===== config.mk =====
export PLATFORM = sky130hd
export DESIGN_NAME = if_fetch_unit
export DESIGN_NICKNAME = d
export VERILOG_FILES = /design/src/rtl/if_fetch_unit.sv
export SDC_FILE = /design/constraint.sdc
export NUM_CORES = 1
export LEC_CHECK = 0
export BUFFER_PORTS_ARGS = -buffer_cell sky130_fd_sc_hd__buf_2
export CORE_MARGIN = 2
export CORE_UTILIZATION = 45
export CTS_BUF_LIST = sky130_fd_sc_hd__clkbuf_2
export DETAILED_ROUTE_END_ITERATION = 12
export PLACE_DENSITY = 0.76
export SYNTH_ARGS = -nofsm -noshare
export SYNTH_HDL_FRONTEND = slang
export SYNTH_SLANG_ARGS = --single-unit

===== constraint.sdc =====
create_clock -name clk -period 2.9 [get_ports clk]
set_input_delay 0.58 -clock clk [delete_from_list [all_inputs] [get_ports clk]]
set_output_delay 0.58 -clock clk [all_outputs]
set_load 0.05 [all_outputs]

===== src/rtl/if_fetch_unit.sv =====
// Instruction-fetch stage: PC register, IM port, stall hold, redirect.
// Optional perf counters are built when IF_PERF_CNT_EN is defined.
module if_fetch_unit #(
    parameter logic [31:0] RESET_PC = 32'h0000_0000,
    parameter int          IM_AW    = 14,
    parameter logic [31:0] NOP_INST = 32'h0000_0013
) (
    input  logic             clk,
    input  logic             rst_n,
    input  logic             PC_stall,
    input  logic             IM_stall,
    input  logic             IM_flush,
    input  logic [1:0]       branch_ctrl,
    input  logic [31:0]      pc_imm_target,
    input  logic [31:0]      pc_reg_target,
    input  logic [31:0]      im_rdata,
    output logic [IM_AW-1:0] im_addr,
    output logic             im_oe,
    output logic [31:0]      if_pc,
    output logic [31:0]      if_inst,
    output logic             if_valid,
    output logic [31:0]      fetch_cnt,
    output logic [31:0]      flush_cnt
);

    typedef enum logic {S_RUN, S_HOLD} state_t;

    state_t      r_state;
    state_t      w_state_nxt;

    logic [31:0] r_pc;
    logic        r_im_oe;
    logic        r_pend_v;
    logic [31:0] r_pend_pc;
    logic [31:0] r_tag_pc;
    logic        r_tag_live;
    logic        r_hold_v;
    logic [31:0] r_hold_pc;
    logic [31:0] r_hold_inst;
    logic [31:0] r_if_pc;
    logic [31:0] r_if_inst;
    logic        r_if_valid;

    logic        w_redirect;
    logic        w_issue;
    logic [31:0] w_target;
    logic [31:0] w_pc_nxt;
    logic        w_pend_v_nxt;
    logic [31:0] w_pend_pc_nxt;
    logic [31:0] w_out_pc;
    logic [31:0] w_out_inst;
    logic        w_out_valid;
    logic        w_hold_v_nxt;
    logic [31:0] w_hold_pc_nxt;
    logic [31:0] w_hold_inst_nxt;

    assign w_redirect = (branch_ctrl != 2'b00);
    assign w_issue    = r_im_oe && !IM_stall;

    assign im_addr  = r_pc[IM_AW+1:2];
    assign im_oe    = r_im_oe;
    assign if_pc    = r_if_pc;
    assign if_inst  = r_if_inst;
    assign if_valid = r_if_valid;

    // Select the redirect target from EX.
    always_comb begin
        w_target = pc_imm_target;
        unique case (branch_ctrl)
            2'b01:   w_target = pc_imm_target;
            2'b10:   w_target = pc_reg_target;
            2'b11:   w_target = {pc_reg_target[31:1], 1'b0};
            default: w_target = pc_imm_target;
        endcase
    end

    // Next PC and pending-redirect bookkeeping, newest redirect wins.
    always_comb begin
        w_pc_nxt      = r_pc;
        w_pend_v_nxt  = r_pend_v;
        w_pend_pc_nxt = r_pend_pc;
        if (w_redirect && !PC_stall) begin
            w_pc_nxt     = w_target;
            w_pend_v_nxt = 1'b0;
        end else if (w_redirect) begin
            w_pend_v_nxt  = 1'b1;
            w_pend_pc_nxt = w_target;
        end else if (r_pend_v && !PC_stall) begin
            w_pc_nxt     = r_pend_pc;
            w_pend_v_nxt = 1'b0;
        end else if (!PC_stall && w_issue) begin
            w_pc_nxt = r_pc + 32'd4;
        end
    end

    // PC, pending redirect and IM enable registers.
    always_ff @(posedge clk or negedge rst_n) begin
        if (!rst_n) begin
            r_pc      <= RESET_PC;
            r_im_oe   <= 1'b0;
            r_pend_v  <= 1'b0;
            r_pend_pc <= 32'h0;
        end else begin
            r_pc      <= w_pc_nxt;
            r_im_oe   <= 1'b1;
            r_pend_v  <= w_pend_v_nxt;
            r_pend_pc <= w_pend_pc_nxt;
        end
    end

    // Tag of the fetch in flight; a flush kills it.
    always_ff @(posedge clk or negedge rst_n) begin
        if (!rst_n) begin
            r_tag_pc   <= 32'h0;
            r_tag_live <= 1'b0;
        end else if (w_issue) begin
            r_tag_pc   <= r_pc;
            r_tag_live <= !IM_flush;
        end else if (IM_flush) begin
            r_tag_live <= 1'b0;
        end
    end

    // Hold-path state: S_HOLD means the previous cycle was an IM stall.
    always_ff @(posedge clk or negedge rst_n) begin
        if (!rst_n) r_state <= S_RUN;
        else        r_state <= w_state_nxt;
    end

    // Delivered entry and hold register selection.
    always_comb begin
        w_state_nxt     = IM_stall ? S_HOLD : S_RUN;
        w_out_pc        = r_if_pc;
        w_out_inst      = r_if_inst;
        w_out_valid     = r_if_valid;
        w_hold_v_nxt    = r_hold_v;
        w_hold_pc_nxt   = r_hold_pc;
        w_hold_inst_nxt = r_hold_inst;
        unique case (r_state)
            S_RUN: begin
                w_out_pc    = r_tag_pc;
                w_out_valid = r_tag_live && !(IM_stall && IM_flush);
                w_out_inst  = w_out_valid ? im_rdata : NOP_INST;
                if (IM_stall) begin
                    w_hold_v_nxt    = w_out_valid;
                    w_hold_pc_nxt   = r_tag_pc;
                    w_hold_inst_nxt = im_rdata;
                end
            end
            S_HOLD: begin
                if (IM_stall) begin
                    if (IM_flush) begin
                        w_hold_v_nxt = 1'b0;
                        w_out_valid  = 1'b0;
                        w_out_inst   = NOP_INST;
                    end
                end else begin
                    w_out_pc     = r_hold_pc;
                    w_out_valid  = r_hold_v && !IM_flush;
                    w_out_inst   = w_out_valid ? r_hold_inst : NOP_INST;
                    w_hold_v_nxt = 1'b0;
                end
            end
            default: begin
                w_out_valid = 1'b0;
                w_out_inst  = NOP_INST;
            end
        endcase
    end

    // Hold and IF output registers.
    always_ff @(posedge clk or negedge rst_n) begin
        if (!rst_n) begin
            r_hold_v    <= 1'b0;
            r_hold_pc   <= 32'h0;
            r_hold_inst <= NOP_INST;
            r_if_pc     <= 32'h0;
            r_if_inst   <= NOP_INST;
            r_if_valid  <= 1'b0;
        end else begin
            r_hold_v    <= w_hold_v_nxt;
            r_hold_pc   <= w_hold_pc_nxt;
            r_hold_inst <= w_hold_inst_nxt;
            r_if_pc     <= w_out_pc;
            r_if_inst   <= w_out_inst;
            r_if_valid  <= w_out_valid;
        end
    end

`ifdef IF_PERF_CNT_EN
    logic [31:0] r_fetch_cnt;
    logic [31:0] r_flush_cnt;
    logic        w_fetch_inc;

    // Hold repeats (S_HOLD) are not new fetches.
    assign w_fetch_inc = (r_state == S_RUN) && w_out_valid;

    // Free-running wrap-around performance counters.
    always_ff @(posedge clk or negedge rst_n) begin
        if (!rst_n) begin
            r_fetch_cnt <= 32'h0;
            r_flush_cnt <= 32'h0;
        end else begin
            if (w_fetch_inc) r_fetch_cnt <= r_fetch_cnt + 32'd1;
            if (IM_flush)    r_flush_cnt <= r_flush_cnt + 32'd1;
        end
    end

    assign fetch_cnt = r_fetch_cnt;
    assign flush_cnt = r_flush_cnt;
`else
    assign fetch_cnt = 32'h0;
    assign flush_cnt = 32'h0;
`endif

endmodule

==> run_results.csv, run 1 <==
group,metric,value,unit
outcome,status,"finished clean",
finish,finalNetCount,1406,
detailed_routing,drt_iter0_markers,989,
yosys,synthMuxAreaShare,0.1229,
floorplan,io_pins,247,
cts,clk_latency,0.85,ns
detailed_routing,first_pass_iters,5,
floorplan,core-area,24390,um^2
yosys,synth_top_family_by_area,"compound AO/OA/AOI/OAI gates",
yosys,syn_area,11180,um^2
worst_hold_path,hp-class,"in2reg",
cts,htree_levels,2,
power,irDropWorstVdd,0.0002217,V
floorplan,row_count,57,
timing,finalMaxSlewViolations,0,
floorplan,die_h,161.7,um
critical_path,path_max_fanout,6,
timing,finClkSkew,0.06664,ns
timing,finalWorstPathRequiredPeriod,2.384,ns
cts,cts_sinks,230,
yosys,ys.flop_type,"dfrtp_1",
flow_run,cap_violations,0,
detailed_routing,vias,8790,
critical_path,crit_path_start_kind,"flop",
cts,cts_tree,"yes",
power,total_leakage_power,6.581,nW
placement,dp_hpwl,18030,um
cts,clockBufferDepth,3,
yosys,synth.yosys.seq_area_share,0.5153,
timing,relSlewSlack,0.1697,
critical_path,critPathCaptureType,"flop",
yosys,synth-xor-area-share,0.005482,
global_route,grt_max_degree,90,
detailed_routing,route.detailed.drc,0,
floorplan,fp.dieArea,26130,um^2
detailed_routing,avgViaCountPerCell,5.276,
timing,finalSetupViolations,0,
critical_path,critical_path_class,"reg2reg",
global_route,grtUsageTotal,0.2001,
cts,post_cts_buffers,0,
detailed_routing,finalWirelength,26920,um
global_route,grt_pass1_vias,8086,
yosys,synth.distinct_cells,74,
global_route,grt_pass1_wl,42560,um
yosys,netlist_instances,1083,
detailed_routing,detail-route-antenna-nets,0,
critical_path,rrSetupSlack,0.52,ns
yosys,yosys.area_share.simple,0.1269,
power,power,8.374,mW
timing,rsz0062_at_grt,"no",
cts,cts.clk_slew.worst_paths,0.09,ns
yosys,synth.ff_latch_count,230,
floorplan,start_util,0.4586,
critical_path,cp_data_arrival_time,3.08,ns
cts,postCtsResizedCells,0,
timing,setup_tns,0,ns
timing,fin_crit_sh,0.8222,
finish,syn2layout_area_growth,15.90,%
cts,cts_buffers,56,
power,power_density,646.0,nW/um^2
yosys,synth_compound_area_frac,0.1281,
floorplan,die_w,161.7,um
finish,fin_util,0.5314,
timing,hold_viol,0,
placement,finalWeightedCongestion,0.9011,
global_route,overflow,0,
yosys,synth-adder-area-share,0.001119,
critical_path,cp.required,3.60,ns
global_route,antenna_found_initial,2,
placement,port_buffers,182,
detailed_routing,wl_per_cell,16.16,um
cts,root_buffer,"clkbuf_2",
yosys,synth.avg_cell_area,10.33,um^2
timing,tightest_slew,1.245,ns
yosys,synth-edff-count,0,
yosys,ys.warnings.count,0,
timing,max_freq,419.4,MHz
yosys,async_flop_share,1.000,
finish,drive_above_1_share,0.2970,
[metrics by stage]
step | cell area [um^2] | setup slack, ns | cells | hold slack [ns]
global route | 12960 | 0.4265 | 1665 | 0.02413
CTS | 12960 | 0.4678 | 1664 | 0.004549
detailed placement | 12110 | 0.3544 | 1533 | 0.4488
floorplan | 11420 | 0.9289 | 1146 | 0.2844
finish | 12960 | 0.5157 | 1666 | 0.07151
global placement | 12110 | 0.3765 | 1533 | 0.4421
[synth_stat cells, types with 3 or more instances]
library cell / count / area [um^2]
clkbuf_8: 4 / 55.05
a221oi_1: 6 / 52.55
nand2_1: 153 / 574.3
o21ai_0: 69 / 345.3
a31oi_1: 3 / 18.77
o211ai_1: 7 / 52.55
nor2_1: 58 / 217.7
inv_1: 43 / 161.4
a222oi_1: 29 / 290.3
xnor2_1: 5 / 43.79
clkbuf_1: 42 / 157.7
nand4_2: 3 / 37.54
buf_2: 17 / 85.08
nand3_1: 21 / 105.1
and4_1: 4 / 35.03
o22a_1: 4 / 35.03
nor3_1: 13 / 65.06
nand4_1: 5 / 31.28
mux2_2: 67 / 754.5
dfstp_2: 6 / 157.7
dfrtp_1: 224 / 5605
nand2b_1: 3 / 18.77
nor4_1: 4 / 25.02
buf_4: 79 / 593.1
mux2i_1: 62 / 620.6
nor2b_1: 6 / 37.54
o22ai_1: 5 / 31.28
a21oi_1: 70 / 350.3
a211o_1: 5 / 43.79
[final timing paths]
| path | start | to | cells past startpoint |
|---|---|---|---|
| worst min register to register | r_hold_inst[4] | if_inst[4] | 2 |
| worst max-delay path | r_pc[3] | r_pc[26] | 6 |
| max in group asynchronous | rst_n | r_pc[2] | 3 |
| min in group asynchronous | rst_n | if_inst[20] | 2 |
| worst max register to register | r_pc[3] | r_pc[26] | 6 |
| worst min-delay path | pc_imm_target[1] | r_pend_pc[1] | 3 |
[per-layer routing]
metal,global-route usage,wire length [um],up-vias
li1,-,-,4151
met1,0.2832,11800,4130
met2,0.3065,12210,449
met3,0.04801,2374,60
met4,0.06275,529,0
met5,0,0,-
[report_power, final]
group          switching [mW]  total [mW]  internal, mW
combinational            1.41        2.10         0.688
sequential              0.425        4.16          3.73
clock                    1.24        2.11         0.870
[cell type report]
cell class | instances | area (um^2)
Fill cell | 2234 | 11430
Sequential cell | 230 | 5764
Multi-Input combinational cell | 724 | 4586
Timing Repair Buffer | 246 | 1539
Clock buffer | 87 | 435.4
Tap cell | 324 | 405.4
Inverter | 44 | 165.2
Clock inverter | 9 | 62.56
Antenna cell | 2 | 5.005
[state kept, by name, indices dropped and copies added (netlist names), 32 cells and up]
register	cells
if_inst	32
if_pc	32
r_hold_inst	32
r_hold_pc	32
r_pc	32
r_pend_pc	32
r_tag_pc	32
[cells by family (layout without fill, tap and decap cells)]
logic type | Yosys count | count (layout)
compound gates | 223 | 223
xor+xnor | 7 | 7
fa+ha+maj | 1 | 1
buf+inv | 192 | 386
flops | 230 | 230
mux | 129 | 129
other cells | 2 | 67
simple gates | 299 | 299
[worst max-delay path: stages (launching register included)]
cell,delay [ns]
dfrtp_1,0.46
ha_1,0.33
and4_1,0.35
nand3_1,0.26
nor3_1,0.34
o21ai_0,0.17
a221o_1,0.34
[cell usage in the layout (no fill, tap or decap), drive strengths merged, types with 3 or more instances in the layout]
master / count
o211ai: 7
mux2i: 62
nand3: 21
nor2b: 6
mux2: 67
nand4: 9
inv: 45
or3: 3
clkinv: 7
nor2: 58
o22ai: 5
or2: 3
a221oi: 6
a222oi: 29
nand3b: 3
and4: 6
nor4: 7
nand2b: 3
o21ai: 70
a21oi: 70
dlygate4sd3: 35
clkbuf: 87
buf: 211
o22a: 4
a211o: 5
dfrtp: 224
xnor2: 5
nor3: 14
conb: 65
nand2: 153
a31oi: 3
dfstp: 6
[repair_timing]
action                     CTS  global route
setup endpoints to repair    0             0
hold endpoints to repair   146             0
hold buffers                35             0
No activity file was read; power rests on OpenSTA's default activity.
==> inputs of run 2 (changes only) <==
--- a/config.mk
+++ b/config.mk
@@ -5,12 +5,13 @@
 export SDC_FILE = /design/constraint.sdc
 export NUM_CORES = 1
 export LEC_CHECK = 0
+export ABC_AREA = 1
 export BUFFER_PORTS_ARGS = -buffer_cell sky130_fd_sc_hd__buf_2
 export CORE_MARGIN = 2
 export CORE_UTILIZATION = 45
 export CTS_BUF_LIST = sky130_fd_sc_hd__clkbuf_2
 export DETAILED_ROUTE_END_ITERATION = 12
-export PLACE_DENSITY = 0.76
+export PLACE_DENSITY = 0.79
 export SYNTH_ARGS = -nofsm -noshare
 export SYNTH_HDL_FRONTEND = slang
 export SYNTH_SLANG_ARGS = --single-unit
==> constraint.sdc (replaced) <==
create_clock -name clk -period 2.16 [get_ports clk]
set_input_delay 0.432 -clock clk [delete_from_list [all_inputs] [get_ports clk]]
set_output_delay 0.432 -clock clk [all_outputs]
set_load 0.05 [all_outputs]
==> run 2 against run 1 <==
  * Critical endpoint is now im_addr[13]
  * Core utilization is 3.7 points higher
  * Combinational power grew 53%
  * Count of clock-buffer cells in the layout down 4
  * Cell count is 24% higher
  * Register-to-register slack lost 0.20 ns
==> run_results.csv, run 2 <==
group,metric,value,unit
floorplan,io_pins,247,
cts,cts_sinks,230,
worst_hold_path,hp-class,"in2reg",
flow_run,cap_violations,0,
critical_path,path_cells,"buf_4 > buf_4",
critical_path,regToRegStartpoint,"r_pc[2]",
worst_hold_path,hold_path_end,"r_pc[4]",
cts,clockBufferDepth,3,
critical_path,critPathCaptureType,"output pin",
yosys,synthTopCellsByArea,"dfrtp_1 (50%), nand2_1 (15%), o21ai_0 (6.1%), buf_4 (5.3%), inv_1 (5.2%)",
finish,drive_above_1_share,0.1854,
timing,max_freq,486.8,MHz
global_route,grt_max_degree,71,
floorplan,row_count,57,
yosys,netlist.area_leader.share,0.4972,
placement,dp_hpwl,19170,um
timing,finalWorstPathRequiredPeriod,2.054,ns
power,total_leakage_power,7.167,nW
finish,final_common_cell,"nand2_1",
timing,relSlewSlack,0.5984,
detailed_routing,avgViaCountPerCell,4.975,
worst_hold_path,worstHoldPathCells,5,
yosys,syn_area,11270,um^2
detailed_routing,drt_iter0_markers,779,
outcome,status,"finished clean",
finish,syn2layout_area_growth,23.43,%
detailed_routing,vias,10310,
critical_path,cp_data_arrival_time,1.62,ns
finish,fillers,2148,
finish,design_area,13910,um^2
critical_path,cp.required,1.73,ns
yosys,synth.avg_cell_area,7.984,um^2
cts,cts_buffers,59,
cts,root_buffer,"clkbuf_2",
critical_path,critical_path_class,"reg2out",
finish,finalNetCount,1812,
yosys,yosysMostFrequentCell,"nand2_1",
timing,finalMaxSlewViolations,0,
critical_path,slowest_stage,"dfrtp_1",
yosys,ys.warnings.count,0,
global_route,antenna_found_initial,0,
yosys,ys.flop_type,"dfrtp_1",
critical_path,cp_common_cell,"buf_4",
detailed_routing,finalWirelength,30280,um
global_route,grt_pass1_wl,49190,um
timing,worst_hold_slack,0.06691,ns
floorplan,die_h,162.3,um
power,power_density,840.9,nW/um^2
timing,hold_viol,0,
finish,final_cell_mix,"nand2_1 (459), dfrtp_1 (222), buf_2 (171)",
detailed_routing,wl_per_cell,14.61,um
critical_path,path_max_fanout,5,
placement,port_buffers,182,
cts,cts.clk_slew.worst_paths,0.10,ns
placement,placed_cell_area,12270,um^2
detailed_routing,route.detailed.drc,0,
placement,place_ws,0.2823,ns
cts,clk_latency,0.86,ns
worst_hold_path,min_from,"pc_imm_target[4]",
finish,fin_util,0.5688,
finish,num_antenna_cells,0,
timing,fin_crit_sh,0.9510,
yosys,synth.distinct_cells,33,
critical_path,reg2reg_depth,10,
global_route,grt_pass1_vias,10130,
timing,fin_ws,0.1058,ns
floorplan,core-area,24460,um^2
yosys,synth.yosys.seq_area_share,0.5112,
yosys,synth-edff-count,0,
detailed_routing,first_pass_iters,5,
floorplan,fp.dieArea,26330,um^2
timing,setup_tns,0,ns
critical_path,critPathBufInv,2,
timing,rsz0062_at_grt,"no",
global_route,grtUsageTotal,0.2286,
power,irDropWorstVdd,0.0004179,V
floorplan,start_util,0.4608,
yosys,synth_area_leader_cell,"dfrtp_1",
floorplan,die_w,162.3,um
detailed_routing,detail-route-antenna-nets,0,
timing,tightest_slew,0.6016,ns
global_route,overflow,0,
yosys,async_flop_share,1.000,
critical_path,r2r-end,"r_pc[24]",
critical_path,slowest_delay,0.42,ns
timing,finalSetupViolations,0,
critical_path,cp_top_family,"flip-flops",
yosys,netlist_instances,1412,
critical_path,crit_path_start_kind,"flop",
cts,htree_levels,2,
cts,cts_tree,"yes",
critical_path,rrSetupSlack,0.32,ns
yosys,synth.ff_latch_count,230,
placement,finalWeightedCongestion,0.8352,
timing,finClkSkew,0.03068,ns
yosys,yosys-top-cells-count,"nand2_1 (459), dfrtp_1 (224), inv_1 (156)",
==> run 2: stage by stage <==
step / total power [mW] / instances
after global placement: 8.447 / 1864
after CTS: 11.77 / 2072
final: 11.70 / 2072
after global routing: 12.44 / 2072
after floorplan: 7.770 / 1475
after detailed placement: 8.526 / 1864
==> run 2: metal layers <==
metal / wire (um) / GRT usage / up-vias / part of all wire
li1: - / - / 5000 / -
met1: 12830 / 0.3020 / 4791 / 0.42
met2: 14230 / 0.3752 / 457 / 0.47
met3: 2582 / 0.05465 / 60 / 0.085
met4: 642 / 0.06919 / 0 / 0.021
met5: 0 / 0 / - / 0
==> run 2: logic make-up (layout without fill, tap and decap cells) <==
kind of cell,count (synthesis),after routing,share of synthesized area
mux,7,7,0.006216
flops,230,230,0.5112
simple gates,585,585,0.2020
buf+inv,306,579,0.1313
fa+ha+maj,1,1,0.001110
xor+xnor,2,2,0.001554
other cells,2,65,0.0006662
compound gates,279,279,0.1460
==> run 2: repair_timing <==
item | in CTS | in global routing
pin swaps | 0 | 0
buffers inserted | 0 | 0
resized for setup | 2 | 10
setup endpoints to repair | 2 | 8
endpoints found under the hold margin | 351 | 0
hold buffers | 107 | 0
==> run 2: worst max path at each step <==
| stage | endpoint | slack [ns] | cells after the start | start |
|---|---|---|---|---|
| 5_1_grt | im_addr[8] | 0.001 | 1 | r_pc[10] |
| 4_1_cts | if_inst[0] | 0.002 | 1 | if_inst[0] |
| 3_5_place_dp | r_pc[18] | 0.28 | 8 | branch_ctrl[1] |
| 3_3_place_gp | r_pc[13] | 0.35 | 8 | branch_ctrl[1] |
| 6_report | im_addr[13] | 0.11 | 2 | r_pc[15] |
| 2_1_floorplan | r_pc[28] | 0.62 | 7 | im_oe |
==> run 2: tightest hold or removal path, stage by stage <==
cell and delay (ns):
buf_2 0.10, nand2_1 0.07, a21oi_1 0.09, o21ai_1 0.15
nand2_1 0.06
==> run 2: power by group <==
| part | switching [mW] | internal, mW | leakage, nW |
|---|---|---|---|
| Sequential | 0.476 | 5.00 | 2.89 |
| Combinational | 2.27 | 0.947 | 3.87 |
| Clock | 1.74 | 1.27 | 0.401 |
| Total | 4.49 | 7.21 | 7.17 |
==> run 2: layout make-up <==
class,instances,area [um^2],area share
clock buffer,83,415.4,0.02985
clock inverter,18,126.4,0.009082
inverter,162,608.1,0.04370
multi-input combinational,939,4274,0.3072
sequential,230,5766,0.4144
tap,324,405.4,0.02913
timing repair buffer,316,2320,0.1667
